--- src/rtl/sha256_msg_padder.sv ---
// sha256_msg_padder: FIPS 180-4 byte-stream padder emitting 512-bit blocks tagged first/last.
// Define SHA256_PAD_EMPTY_EN to add in_empty for zero-length messages.
module sha256_msg_padder #(
    parameter int LEN_W = 32
) (
    input  logic         clk,
    input  logic         reset,
    input  logic [7:0]   in_data,
`ifdef SHA256_PAD_EMPTY_EN
    input  logic         in_empty,
`endif
    input  logic         in_valid,
    input  logic         in_last,
    output logic         in_ready,
    output logic [511:0] blk_data,
    output logic         blk_valid,
    output logic         blk_first,
    output logic         blk_last,
    input  logic         blk_ready
);
    localparam logic [1:0] FILL = 2'd0, PAD = 2'd1, LENBLK = 2'd2, EMIT = 2'd3;
    logic [1:0]       state, nxt_state;
    logic [6:0]       idx;
    logic [LEN_W-1:0] cnt;
    logic             first_flag, bnd;
    logic [63:0][7:0] stage, pad_blk;
    logic [63:0]      bit_len;
    logic             take, empty_go;
    assign in_ready  = state == FILL;
    assign blk_valid = state == EMIT;
    assign take      = in_valid && in_ready;
    assign bit_len   = 64'({cnt, 3'b000});
`ifdef SHA256_PAD_EMPTY_EN
    assign empty_go  = in_ready && in_empty && idx == 7'd0 && cnt == '0;
`else
    assign empty_go  = 1'b0;
`endif
    // stage[63] is byte 0; bytes past the message are forced to zero since stage may hold stale data
    for (genvar b = 0; b < 64; b++) begin : g_pad
        if (b >= 56) begin : g_len
            assign pad_blk[63-b] = idx > 7'(b) ? stage[63-b] : idx == 7'(b) ? 8'h80 :
                                   idx <= 7'd55 ? bit_len[8*(63-b) +: 8] : 8'h00;
        end else begin : g_dat
            assign pad_blk[63-b] = idx > 7'(b) ? stage[63-b] : idx == 7'(b) ? 8'h80 : 8'h00;
        end
    end
    always_ff @(posedge clk or posedge reset) begin
        if (reset) begin
            state      <= FILL;
            nxt_state  <= FILL;
            idx        <= '0;
            cnt        <= '0;
            first_flag <= 1'b1;
            bnd        <= 1'b0;
            stage      <= '0;
            blk_data   <= '0;
            blk_first  <= 1'b0;
            blk_last   <= 1'b0;
        end else begin
            case (state)
                FILL: begin
                    if (empty_go) begin
                        state <= PAD;
                    end else if (take) begin
                        stage[6'd63 - idx[5:0]] <= in_data;
                        cnt <= cnt + 1'b1;
                        if (in_last) begin
                            idx   <= idx + 7'd1;
                            state <= PAD;
                        end else if (idx == 7'd63) begin
                            idx       <= '0;
                            blk_data  <= {stage[63:1], in_data};
                            blk_first <= first_flag;
                            blk_last  <= 1'b0;
                            nxt_state <= FILL;
                            state     <= EMIT;
                        end else begin
                            idx <= idx + 7'd1;
                        end
                    end
                end
                PAD: begin
                    blk_data  <= pad_blk;
                    blk_first <= first_flag;
                    blk_last  <= idx <= 7'd55;
                    nxt_state <= idx <= 7'd55 ? FILL : LENBLK;
                    bnd       <= idx == 7'd64;
                    state     <= EMIT;
                end
                LENBLK: begin
                    blk_data  <= {bnd ? 8'h80 : 8'h00, 440'd0, bit_len};
                    blk_first <= first_flag;
                    blk_last  <= 1'b1;
                    nxt_state <= FILL;
                    state     <= EMIT;
                end
                default: begin
                    if (blk_ready) begin
                        state      <= nxt_state;
                        first_flag <= blk_last;
                        if (blk_last) begin
                            cnt   <= '0;
                            idx   <= '0;
                            stage <= '0;
                        end
                    end
                end
            endcase
        end
    end
endmodule

--- config.mk ---
export PLATFORM = sky130hd
export DESIGN_NAME = sha256_msg_padder
export DESIGN_NICKNAME = d
export VERILOG_FILES = /design/src/rtl/sha256_msg_padder.sv
export SDC_FILE = /design/constraint.sdc
export NUM_CORES = 2
export LEC_CHECK = 0
export CORE_AREA = 2 2 490 371
export DETAILED_ROUTE_END_ITERATION = 8
export DIE_AREA = 0 0 492 373
export GPL_ROUTABILITY_DRIVEN = 0
export GPL_TIMING_DRIVEN = 1
export PLACE_DENSITY_LB_ADDON = 0.05
export SLEW_MARGIN = 30
export SYNTH_ARGS = -nofsm -noshare
export SYNTH_HDL_FRONTEND = slang
export SYNTH_SLANG_ARGS = --single-unit
--- constraint.sdc ---
create_clock -name clk -period 61 [get_ports clk]
set_input_delay 6.1 -clock clk [delete_from_list [all_inputs] [get_ports clk]]
set_output_delay 6.1 -clock clk [all_outputs]
set_load 0.01 [all_outputs]
==> flow_summary.yaml <==
timing:
  whs_ps: 464
  clock_skew_ps: 36.0
  period_needed_ps: 9710
  maxSlewViolCount: 0
  rsz0062_at_grt: "no"
  tightest_slew_ps: 1060
  finalCritPeriodShare_pct: 15.9
  hold_viol: 0
  finalSetupTns_ps: 0
  clock.fmax_ghz: 0.103
  finalSetupViolCount: 0
  max_slew_margin_pct: 29.2
power_and_ir_drop:
  p_sw_share_pct: 41.2
  clkPwrFrac_pct: 33.6
  ir_drop_uv: 30.2
  total_power_w: 0.00226
  p_int_w: 0.00133
  sequentialPowerShare_pct: 34.0
  combinationalPowerShare_pct: 32.4
  p_per_area_mw_per_mm2: 40.2
  cellLeakagePower_nw: 24.5
  p_sw_w: 0.000931
min_path:
  hold_depth: 2
  hp-class: "flip-flop to flip-flop"
  min_to: "blk_data[117]$_DFFE_PP0P_"
  hp-start: "blk_data[117]$_DFFE_PP0P_"
clock_tree:
  htreeDepth: 3
  clk_latency_ps: 780
  cts_tree: "built"
  cts.sinks: 1070
  cts_root_buf: "clkbuf_16"
  cts_resized: 0
  cts_made_buffers: 119
  post_cts_buffers: 0
  clk_pin_slew_ps: 60
  cts_hold_buf: 0
  clockBufferDepth: 3
place:
  hpwl_um: 130000
  dpl_cell_area_mm2: 0.0521
  port_buffers: 528
  place_inst: 7228
routing:
  vias_per_cell: 4.85
  route.detailed.drc: 0
  routed_wirelength_um: 199000
  via_count: 36100
  wire_per_inst_um: 26.8
  drt_iter0_markers: 3068
  dr.pass1.iters: 7
  detail-route-antenna-nets: 0
finish:
  mostFrequentLayoutCells: "nand2_1 (1104), dfrtp_1 (1068), o21ai_0 (542)"
  nets: 4977
  n_fill_cell: 18700
  fin_cells: 7452
  final_layout_size_suffix_gt1_share_pct: 8.11
  multi_input_area_mm2: 0.0162
  design_area_mm2: 0.0563
  regArea_mm2: 0.0268
  syn2layout_area_growth_pct: 26.6
  final_common_cell: "nand2_1"
setup_path:
  end_kind: "flip-flop"
  path_max_fanout: 71
  r2r_start: "idx[2]$_DFFE_PP0P_"
  r2r_end: "blk_data[349]$_DFFE_PP0P_"
  rr_worst_depth: 10
  arrival_ps: 10410
  worstPathRequired_ps: 61710
  critPathLaunchType: "input pin"
  timing.reg2reg.setup_slack_ps: 56110
  worstSetupPathType: "input pin to flip-flop"
synth:
  synth_cell_types: 87
  synth_fp_nets: 4599
  yosys_warnings: 0
  synth_cells: 4578
  synth_enable_flop_cells: 0
  async_flop_share_pct: 100
  ys_seq_area_share_pct: 60.3
  syn_avg_cell_area_um2: 9.71
  netlist_area_mm2: 0.0444
  ys_ff_latch: 1070
  ys_dominant_reg_cell: "dfrtp_1"
flow_run:
  cap_violations: 0
outcome:
  run_status: "finished clean"
global_routing:
  grt_max_degree: 180
  grt-ovfl-total: 0
  grt_pass1_vias: 35900
  grt_pass1_wl_um: 285000
  grtUsageTotal_pct: 21.3
  antenna_found_initial: 8
die:
  start_util_pct: 24.8
  dieArea_mm2: 0.184
  ioPinCount: 529
  die_y_um: 373
  placement_rows: 135
  die_w_um: 492
  coreArea_mm2: 0.179
[cell families after synthesis]
family	count (synthesis)	share of synthesized area [%]
fa+ha+maj	8	0.225
buf+inv	395	3.85
simple gates	1928	18.7
xor+xnor	24	0.473
compound gates	1148	16.3
mux	5	0.118
flops	1070	60.3
[state kept, by name (all words and copies together), names as in the netlist]
register	flops
bnd	1
stage	512
blk_first	1
state	2
blk_last	1
first_flag	1
nxt_state	1
idx	7
cnt	32
blk_data	512
[critical path, cell delays in order]
cell and delay (ps):
clkdlybuf4s50_1 520, inv_1 90, o41ai_4 560, and2_4 480
buf_12 240, buf_12 230, buf_4 740, buf_4 710
and2_1 410, a22o_1 180
[power by group through the flow]
stage	clock (W)	combinational [W]	sequential, W
5_1_grt	0.000811	0.000782	0.000773
3_3_place_gp	0	0.000733	0.000784
4_1_cts	0.000784	0.000742	0.000771
3_5_place_dp	0	0.000741	0.000784
6_report	0.000760	0.000732	0.000769
2_1_floorplan	0	0.000367	0.000785
[synthesized netlist by cell type, drive strengths merged (11+ instances only)]
cell	n	area (um2)
o21a	11	82.6
a22o	190	1660
nand2b	12	75.1
a32oi	11	96.3
nand4	15	93.8
a221oi	32	280
nand2	1114	4190
o211ai	18	135
clkbuf	186	699
buf	180	902
a211oi	12	95.1
and3	13	81.3
inv	27	101
dfrtp	1069	26800
o22ai	25	156
nand3	457	2290
a31oi	27	184
nor2	203	777
xor2	20	175
and2	11	68.8
nor3	37	215
o31ai	55	433
a21oi	92	520
o21ai	619	3100
[area by class of cell]
cell class / instances / area share, %
clock inverter: 44 / 1.04
sequential: 1070 / 47.6
timing repair buffer: 623 / 11.0
multi-input combinational: 3113 / 28.8
clock buffer: 174 / 6.13
antenna: 2 / 0.00889
inverter: 29 / 0.207
tap: 2397 / 5.33
[per-layer routing]
metal,wire length (um),share of wire [%],up-vias,GRT usage (%)
met1,93500,47,18300,30.3
met4,3840,1.9,2,4.11
li1,-,-,16700,-
met2,91900,46,960,33.7
met3,10300,5.1,219,4.00
met5,9,0.0045,-,0
[worst max path at each step]
stage / start / endpoint / cells past startpoint
after floorplan: reset / blk_data[0]$_DFFE_PP0P_ / 1
after global placement: reset / stage[374]$_DFFE_PP0P_ / 7
after detailed placement: reset / blk_data[344]$_DFFE_PP0P_ / 7
after CTS: reset / stage[101]$_DFFE_PP0P_ / 7
after global routing: reset / blk_data[97]$_DFFE_PP0P_ / 7
final: in_valid / blk_data[349]$_DFFE_PP0P_ / 10
[stage by stage]
stage,setup WS (ps),util [%]
after global routing,50910,31.4
after floorplan,24780,-
after detailed placement,49950,29.1
after CTS,50780,31.3
after global placement,49700,29.0
final,51290,31.4
Power figures use the tool's default switching activity.
